--- src/rtl/conv_sum_acc_if.sv ---
// Product-vector input and pixel-result output bundle for conv_sum_acc.
// The master drives vectors, bias and ReLU control; the slave returns results.
interface conv_sum_acc_if;
   logic         in_valid;
   logic [399:0] inP_25P;
   logic [15:0]  bias;
   logic         relu_en;
   logic         out_valid;
   logic [15:0]  out_sum;
   logic [7:0]   ch_cnt;

   modport master (
      output in_valid, inP_25P, bias, relu_en,
      input  out_valid, out_sum, ch_cnt
   );

   modport slave (
      input  in_valid, inP_25P, bias, relu_en,
      output out_valid, out_sum, ch_cnt
   );
endinterface

--- src/rtl/conv_sum_acc.sv ---
// Reduces 25 Q8.8 products through a registered adder tree, accumulates NUM_CH
// tree sums per pixel, adds bias, saturates to Q8.8 and optionally applies ReLU.
module conv_sum_acc #(
   parameter int unsigned NUM_CH = 3,
   parameter int unsigned ACC_W  = 32
) (
   input  logic           clk,
   input  logic           rst_n,
   input  logic           clr,
   conv_sum_acc_if.slave  bus
);
   typedef logic signed [20:0] elem_t;

   localparam logic [7:0]              LAST    = 8'(NUM_CH - 1);
   localparam logic signed [ACC_W-1:0] MAX_POS = 32767;
   localparam logic signed [ACC_W-1:0] MAX_NEG = -32768;

   elem_t s0 [25];
   elem_t s1 [13];
   elem_t s2 [7];
   elem_t s3 [4];
   elem_t s4 [2];
   elem_t tSum;

   // vld[0] tags s0, vld[5] tags tSum; data registers carry no reset
   logic [5:0]              vld;
   logic [7:0]              chCnt;
   logic signed [ACC_W-1:0] acc;
   logic signed [ACC_W-1:0] accNext;
   logic signed [ACC_W-1:0] rSum;
   logic [15:0]             satVal;
   logic [15:0]             resVal;
   logic                    outValid;
   logic [15:0]             outSum;

   for (genvar k = 0; k < 25; k++) begin : gS0
      always_ff @(posedge clk)
         s0[k] <= {{5{bus.inP_25P[16*k+15]}}, bus.inP_25P[16*k +: 16]};
   end

   for (genvar k = 0; k < 12; k++) begin : gS1
      always_ff @(posedge clk) s1[k] <= s0[2*k] + s0[2*k+1];
   end

   for (genvar k = 0; k < 6; k++) begin : gS2
      always_ff @(posedge clk) s2[k] <= s1[2*k] + s1[2*k+1];
   end

   for (genvar k = 0; k < 3; k++) begin : gS3
      always_ff @(posedge clk) s3[k] <= s2[2*k] + s2[2*k+1];
   end

   for (genvar k = 0; k < 2; k++) begin : gS4
      always_ff @(posedge clk) s4[k] <= s3[2*k] + s3[2*k+1];
   end

   always_ff @(posedge clk) begin
      s1[12] <= s0[24];
      s2[6]  <= s1[12];
      s3[3]  <= s2[6];
      tSum   <= s4[0] + s4[1];
   end

   always_comb begin
      accNext = acc + {{(ACC_W-21){tSum[20]}}, tSum};
      rSum    = accNext + {{(ACC_W-16){bus.bias[15]}}, bus.bias};
      if (rSum > MAX_POS)
         satVal = 16'h7FFF;
      else if (rSum < MAX_NEG)
         satVal = 16'h8000;
      else
         satVal = rSum[15:0];
      resVal = (bus.relu_en && satVal[15]) ? 16'h0000 : satVal;
   end

   // clr shares the reset path except that out_sum keeps its last value
   always_ff @(posedge clk) begin
      if (!rst_n || clr) begin
         vld      <= '0;
         chCnt    <= '0;
         acc      <= '0;
         outValid <= 1'b0;
         if (!rst_n) outSum <= '0;
      end else begin
         vld      <= {vld[4:0], bus.in_valid};
         outValid <= 1'b0;
         if (vld[5]) begin
            if (chCnt == LAST) begin
               acc      <= '0;
               chCnt    <= '0;
               outSum   <= resVal;
               outValid <= 1'b1;
            end else begin
               acc   <= accNext;
               chCnt <= chCnt + 8'd1;
            end
         end
      end
   end

   assign bus.out_valid = outValid;
   assign bus.out_sum   = outSum;
   assign bus.ch_cnt    = chCnt;
endmodule

--- src/flat_wrapper.sv ---
// flat-port wrapper written by rule: the top's interface ports become plain ports
module conv_sum_acc_flat 
#(
   parameter int unsigned NUM_CH = 3,
   parameter int unsigned ACC_W  = 32
)
  (clk, rst_n, clr, bus_in_valid, bus_inP_25P, bus_bias, bus_relu_en, bus_out_valid, bus_out_sum, bus_ch_cnt);
  conv_sum_acc_if bus_i ();
  input  logic clk;
  input  logic rst_n;
  input  logic clr;
  input wire logic [$bits(bus_i.in_valid)-1:0] bus_in_valid;
  input wire logic [$bits(bus_i.inP_25P)-1:0] bus_inP_25P;
  input wire logic [$bits(bus_i.bias)-1:0] bus_bias;
  input wire logic [$bits(bus_i.relu_en)-1:0] bus_relu_en;
  output wire logic [$bits(bus_i.out_valid)-1:0] bus_out_valid;
  output wire logic [$bits(bus_i.out_sum)-1:0] bus_out_sum;
  output wire logic [$bits(bus_i.ch_cnt)-1:0] bus_ch_cnt;
  assign bus_i.in_valid = bus_in_valid;
  assign bus_i.inP_25P = bus_inP_25P;
  assign bus_i.bias = bus_bias;
  assign bus_i.relu_en = bus_relu_en;
  assign bus_out_valid = bus_i.out_valid;
  assign bus_out_sum = bus_i.out_sum;
  assign bus_ch_cnt = bus_i.ch_cnt;
  conv_sum_acc #(.NUM_CH(NUM_CH), .ACC_W(ACC_W)) u_core (.clk(clk), .rst_n(rst_n), .clr(clr), .bus(bus_i));
endmodule
--- config.mk ---
export PLATFORM = sky130hd
export DESIGN_NAME = conv_sum_acc_flat
export DESIGN_NICKNAME = d
export VERILOG_FILES = /design/src/rtl/conv_sum_acc_if.sv /design/src/rtl/conv_sum_acc.sv /design/src/flat_wrapper.sv
export SDC_FILE = /design/constraint.sdc
export NUM_CORES = 2
export LEC_CHECK = 0
export ABC_AREA = 1
export CORE_MARGIN = 4
export CORE_UTILIZATION = 24
export DETAILED_ROUTE_END_ITERATION = 10
export PLACE_DENSITY = 0.46
export SLEW_MARGIN = 10
export SYNTH_ARGS = -nofsm -noshare
export SYNTH_HDL_FRONTEND = slang
export SYNTH_SLANG_ARGS = --single-unit
--- constraint.sdc ---
create_clock -name clk -period 6.7 [get_ports clk]
set_clock_uncertainty 0.2 [all_clocks]
set_input_delay 0.67 -clock clk [delete_from_list [all_inputs] [get_ports clk]]
set_output_delay 0.67 -clock clk [all_outputs]
set_load 0.01 [all_outputs]
== After elaboration in Yosys (flattened, before gate mapping) ==
Memories as Yosys holds them, arrays and structs flattened.
Index checks and enable logic that the tools add are counted.

* Register bits after elaboration: 84
* Bits in writable memories: 1071
* Input bits: 421
* Output and inout bits: 25
* Word-level logic and storage cells: 60
* Memories kept: 5

{| class="wikitable"
|+ Memory list
! name !! words !! bits a word !! rd ports !! clocked after memory_dff !! wr ports !! RTL line !! source
|-
| u_core.s0 || 25 || 21 || 25 || 0 || 25 || conv_sum_acc.sv:18 || <nowiki>elem_t s0 [25];</nowiki>
|-
| u_core.s1 || 13 || 21 || 13 || 0 || 13 || conv_sum_acc.sv:19 || <nowiki>elem_t s1 [13];</nowiki>
|-
| u_core.s2 || 7 || 21 || 7 || 0 || 7 || conv_sum_acc.sv:20 || <nowiki>elem_t s2 [7];</nowiki>
|-
| u_core.s3 || 4 || 21 || 4 || 0 || 4 || conv_sum_acc.sv:21 || <nowiki>elem_t s3 [4];</nowiki>
|-
| u_core.s4 || 2 || 21 || 2 || 0 || 2 || conv_sum_acc.sv:22 || <nowiki>elem_t s4 [2];</nowiki>
|}

* $add $sub $neg: 27
* Magnitude comparators: 2
* Equality and inequality tests: 2
* Multiplexer cells: 10
* Bitwise operators: 1
* Reductions and logical operators: 7

{| class="wikitable"
|+ Operator list
! cell !! number
|-
| $add A21 B21 Y21 || 24
|-
| $mux W16 || 7
|-
| $add A32 B32 Y32 || 2
|-
| $gt A32 B16 Y1 const B || 1
|-
| $lt A32 B16 Y1 const B || 1
|-
| $mux W32 || 1
|-
| $add A8 B1 Y8 const B || 1
|-
| $eq A8 B2 Y1 const B || 1
|-
| $mux W8 || 1
|-
| $reduce_bool A2 Y1 || 2
|-
| $reduce_and A3 Y1 || 1
|-
| $ne A2 B2 Y1 const B || 1
|-
| $reduce_or A2 Y1 || 1
|-
| $logic_and A1 B1 Y1 || 1
|-
| $logic_not A1 Y1 || 1
|-
| $logic_or A1 B1 Y1 || 1
|-
| $mux W1 || 1
|-
| $not A1 Y1 || 1
|}

== Depth between registers and ports, before layout ==
* Depth in word-level cells: 10
* Gate-level depth with buffers: 31

== Worst setup path before layout ==
No wires, ideal clock.

* Kind: register -> register
* Start: register u_core.acc[0]
* End: register u_core.outSum[1], in the netlist u_core.bus.out_sum[1], data pin
* Setup time: 253 ps
* Arrival: 3877 ps
* Path slack: 2370 ps
* Stages on the path, launching flop included: 24
* Period minus slack after synthesis: 4330 ps
* Cells stage by stage: dfxtp_1 ha_1 fa_1 nand3_1 nand2_1 a21oi_1 o21ai_2 a21boi_0 o21ai_0 nand2_1 nand3b_1 and2_1 ha_1 a21oi_1 o21bai_1 a21oi_1 nand3_4 a21oi_2 inv_1 nand3_2 nand2_2 o21ai_4 buf_6 nor2_2

* Longest elaborated chain between the ends: 10

{| class="wikitable"
|+ RTL lines
! item !! RTL line !! source
|-
| start, declared || conv_sum_acc.sv:28 || <nowiki>logic signed [ACC_W-1:0] acc;</nowiki>
|-
| start signal, assigned || conv_sum_acc.sv:94 || <nowiki>acc <= accNext;</nowiki>
|-
| $add A32 B32 Y32 * || conv_sum_acc.sv:65 || <nowiki>accNext = acc + {{(ACC_W-21){tSum[20]}}, tSum};</nowiki>
|-
| $add A32 B32 Y32 * || conv_sum_acc.sv:66 || <nowiki>rSum = accNext + {{(ACC_W-16){bus.bias[15]}}, bus.bias};</nowiki>
|-
| $lt A32 B16 Y1 || conv_sum_acc.sv:69 || <nowiki>else if (rSum < MAX_NEG)</nowiki>
|-
| $mux W16 || conv_sum_acc.sv:69 ||
|-
| $mux W16 * || conv_sum_acc.sv:67 || <nowiki>if (rSum > MAX_POS)</nowiki>
|-
| $logic_and A1 B1 Y1 || conv_sum_acc.sv:73 || <nowiki>resVal = (bus.relu_en && satVal[15]) ? 16'h0000 : satVal;</nowiki>
|-
| $mux W16 * || conv_sum_acc.sv:73 ||
|-
| $mux W16 * || conv_sum_acc.sv:88 || <nowiki>if (chCnt == LAST) begin</nowiki>
|-
| $mux W16 * || conv_sum_acc.sv:87 || <nowiki>if (vld[5]) begin</nowiki>
|-
| $mux W16 * || conv_sum_acc.sv:78 || <nowiki>if (!rst_n || clr) begin</nowiki>
|-
| end signal, assigned || conv_sum_acc.sv:91 || <nowiki>outSum <= resVal;</nowiki>
|-
| end, declared || conv_sum_acc.sv:34 || <nowiki>logic [15:0] outSum;</nowiki>
|}

Mark *: on every way between the ends. The rest lies on a longest branch, timed or not. The select of a mux whose other input is x is not followed.
A chain may end at the register's enable or synchronous reset.

== Final worst setup path ==
Ends and elaborated chain as after synthesis.

==> flow_summary.toml <==
[flow_run]
maxCapViolations = 0

[pwr]
switching_share_pct = 38.1
pwr-share-clk_pct = 27.5
p_total_w = 0.0252
internal-power_w = 0.0156
p_leak_nw = 24.6
cellPowerDensity_nw_per_um2 = 453
power.net_switching_w = 0.00961
irDropWorstVdd_v = 0.000242
p_comb_share_pct = 40.1
pwr-share-seq_pct = 32.4

[finish]
final_area_sq_um = 55600
final_core_util_pct = 30.6
final_cells = 7854
drive_gt1_share_pct = 4.54
layout_commonest_cell = "dfxtp_1"
nNetsFinal = 6328
layout_common_cells = "dfxtp_1, nand2_1, a21oi_1, ha_1, clkdlybuf4s50_1"
area_growth_pct = 26.5

[sta]
tightestPinTransition_ns = 1.00
maxSlewHeadroom_pct = 33.1
fin_crit_ns = 5.43
rsz0062_at_grt = "false"
setup_viol = 0
hold_violations = 0
setup_tns_ns = 0
slew_viol_final = 0
fin_crit_sh_pct = 81.0
fmaxAchievable_mhz = 184

[grt]
grt_pass1_wl_microns = 183000
grt_pass1_vias = 34200
globalRoute.totalOverflow = 0
grt_usage_pct = 12.1
grt_max_degree = 46
antenna_found_initial = 4

[place]
postPlaceCellArea_sq_um = 51300
place.gp.congestion = 0.870
dpl.hpwl_microns = 94300
dp_cells = 7635
portBuffers = 445

[clocking]
cts_buffers = 116
clock_latency_ns = 0.75
cts_tree = "yes"
clk_pin_slew_ns = 0.06
cts_root_buffer = "clkbuf_16"
ctsHoldBuffers = 0
cts_sinks = 1015
clk_path_buf_depth = 3
htree_levels = 3
post_cts_buffers = 0
cts.repair.resized = 0

[critical_path]
critical-path-top-delay-family = "simple AND/OR/NAND/NOR gates"
slowest_stage = "fa_1"
ff2ff_path_depth = 28
slowest_delay_ns = 0.41
cp_num_buf_inv = 1
critPathArrivalTime_ns = 5.66
path_max_fanout = 15
crit_path_frequent_cell = "nand2_1"
setup.worst_path.start_class = "flip-flop"
end_kind = "flip-flop"
worstPathRequired_ns = 6.94
crit_cells = 28
crit_type = "flip-flop to flip-flop"

[yosys]
ys_top_cells_by_area = "dfxtp_1, ha_1, nand2_1"
synth.largest_area_cell = "dfxtp_1"
synthArstFlopShare_pct = 0
netlist.area_leader.share_pct = 45.5
synth_edf_count = 16
synth-compound-area-share_pct = 11.5
ys_types = 52
yosys.area_share.simple_pct = 14.5
synth_nets = 5780
avgSynthCellArea_sq_um = 9.09
synth_flop_cell = "dfxtp_1"
ys_ff_latch = 1015
ys_seq_area_share_pct = 46.6
synth_top_family_by_area = "adder cells"
synthAdderAreaFrac_pct = 15.4
yosysWarnings = 0
synth_mux_area_share_pct = 0
synthXorXnorAreaFrac_pct = 8.65
synthCells = 4835
syn_area_sq_um = 44000

[drt]
dr_wl_met3_microns = 4780
drtIter0Drc = 1497
drt_wl_total_microns = 116000
viasPerCell = 4.20
drcViolationCount = 0
wl_per_cell_microns = 14.8
drt_pre_antenna_iters = 5
wl_met1_microns = 57100
highest_layer = "met5"
num_vias = 33000
ant_nets = 0
route.met2.wl_microns = 51300

[floorplanning]
die-area_sq_um = 190000
die_y_microns = 436
rows = 156
core_area_sq_um = 182000
initial_core_util_pct = 24.2
floorplan.io_pins = 446
die_x_microns = 436

[outcome]
status = "complete, no violations"

[min_path]
hp-class = "flip-flop to flip-flop"
holdPathStages = 0
==> synth_stat cells (4+ instances only) <==
library cell  count
a21oi_1         498
xor2_1          293
nand4_1          40
nand2_2          11
or2_2             4
ha_1            498
nand2_1         948
and2_1            9
o21ai_1           6
nor4_1           27
nand3b_1         13
xnor2_1         141
a31oi_1          35
nor3_1           14
a21boi_0         15
fa_1             26
o21bai_1          8
dfxtp_1         999
edfxtp_1         16
o211ai_1         47
a21oi_2          12
a211oi_1          9
o21ai_0         265
nand3_1         165
clkbuf_1         11
inv_1           372
nor2_1          292
a21o_1           20
==> final cells by class <==
cell class | instances | area [sq um]
antenna | 3 | 7.51
clock buffer | 153 | 3280
clock inverter | 63 | 980
fill | 19000 | 126000
inverter | 375 | 1410
multi-input combinational | 3430 | 22000
sequential | 1015 | 20500
tap | 2370 | 2970
timing repair buffer | 445 | 4450
==> path summary, 6_finish.rpt <==
| kind | start | end | slack [ns] |
|---|---|---|---|
| worst min-delay path | u_core.s0[1][171] | u_core.s1[1][87] | 0.12 |
| worst max register to register | u_core.acc[0] | u_core.bus.out_sum[1] | 1.27 |
| worst max-delay path | u_core.acc[0] | u_core.bus.out_sum[1] | 1.27 |
| worst min register to register | u_core.s0[1][171] | u_core.s1[1][87] | 0.12 |
==> through the flow <==
step	hold WS [ns]	worst slack [ns]
detailed placement	0.112	1.38
global placement	0.113	1.40
finish	0.123	1.27
CTS	0.0499	1.29
floorplan	0.110	2.37
global route	0.0802	0.791
==> worst register-to-register path: cells and delay by family (launching register included) <==
family | cells | cell delay, ns
and+or+nand+nor | 19 | 2.21
adders and majority gates | 3 | 0.95
AOI/OAI and AO/OA | 5 | 1.41
buffers and inverters | 1 | 0.05
DFF | 1 | 0.31
==> layer usage <==
| metal | vias to the layer above | track usage (%) |
|---|---|---|
| li1 | 17400 | - |
| met1 | 14900 | 16.3 |
| met2 | 571 | 19.5 |
| met3 | 164 | 2.27 |
| met4 | 2 | 3.55 |
| met5 | - | 0 |
==> cells by family (layout without fill, tap and decap cells) <==
family,Yosys count,in the layout
DFF,1015,1015
and+or+nand+nor,1539,1539
buffers and inverters,390,1036
AOI/OAI and AO/OA,933,933
xor gates and xnor gates,434,434
other,0,3
adders and majority gates,524,524
==> state kept, by name (all words and copies together) (netlist names) <==
signal and cells:
u_core.s0 400, u_core.s1 268, u_core.s2 142, u_core.s3 79
u_core.s4 42, u_core.acc 32, u_core.tSum 21, u_core.bus.out_sum 16
u_core.bus.ch_cnt 8, u_core.vld 6, u_core.bus.out_valid 1
==> power groups by stage <==
stage	clock network (W)	registers [W]	logic (W)
after floorplan	0	0.00791	0.00733
after CTS	0.00725	0.00822	0.0102
after detailed placement	0	0.00834	0.0101
after global placement	0	0.00835	0.0102
final	0.00694	0.00817	0.0101
after global routing	0.00744	0.00830	0.0115
Note: power is estimated with default switching activity, not from simulation.
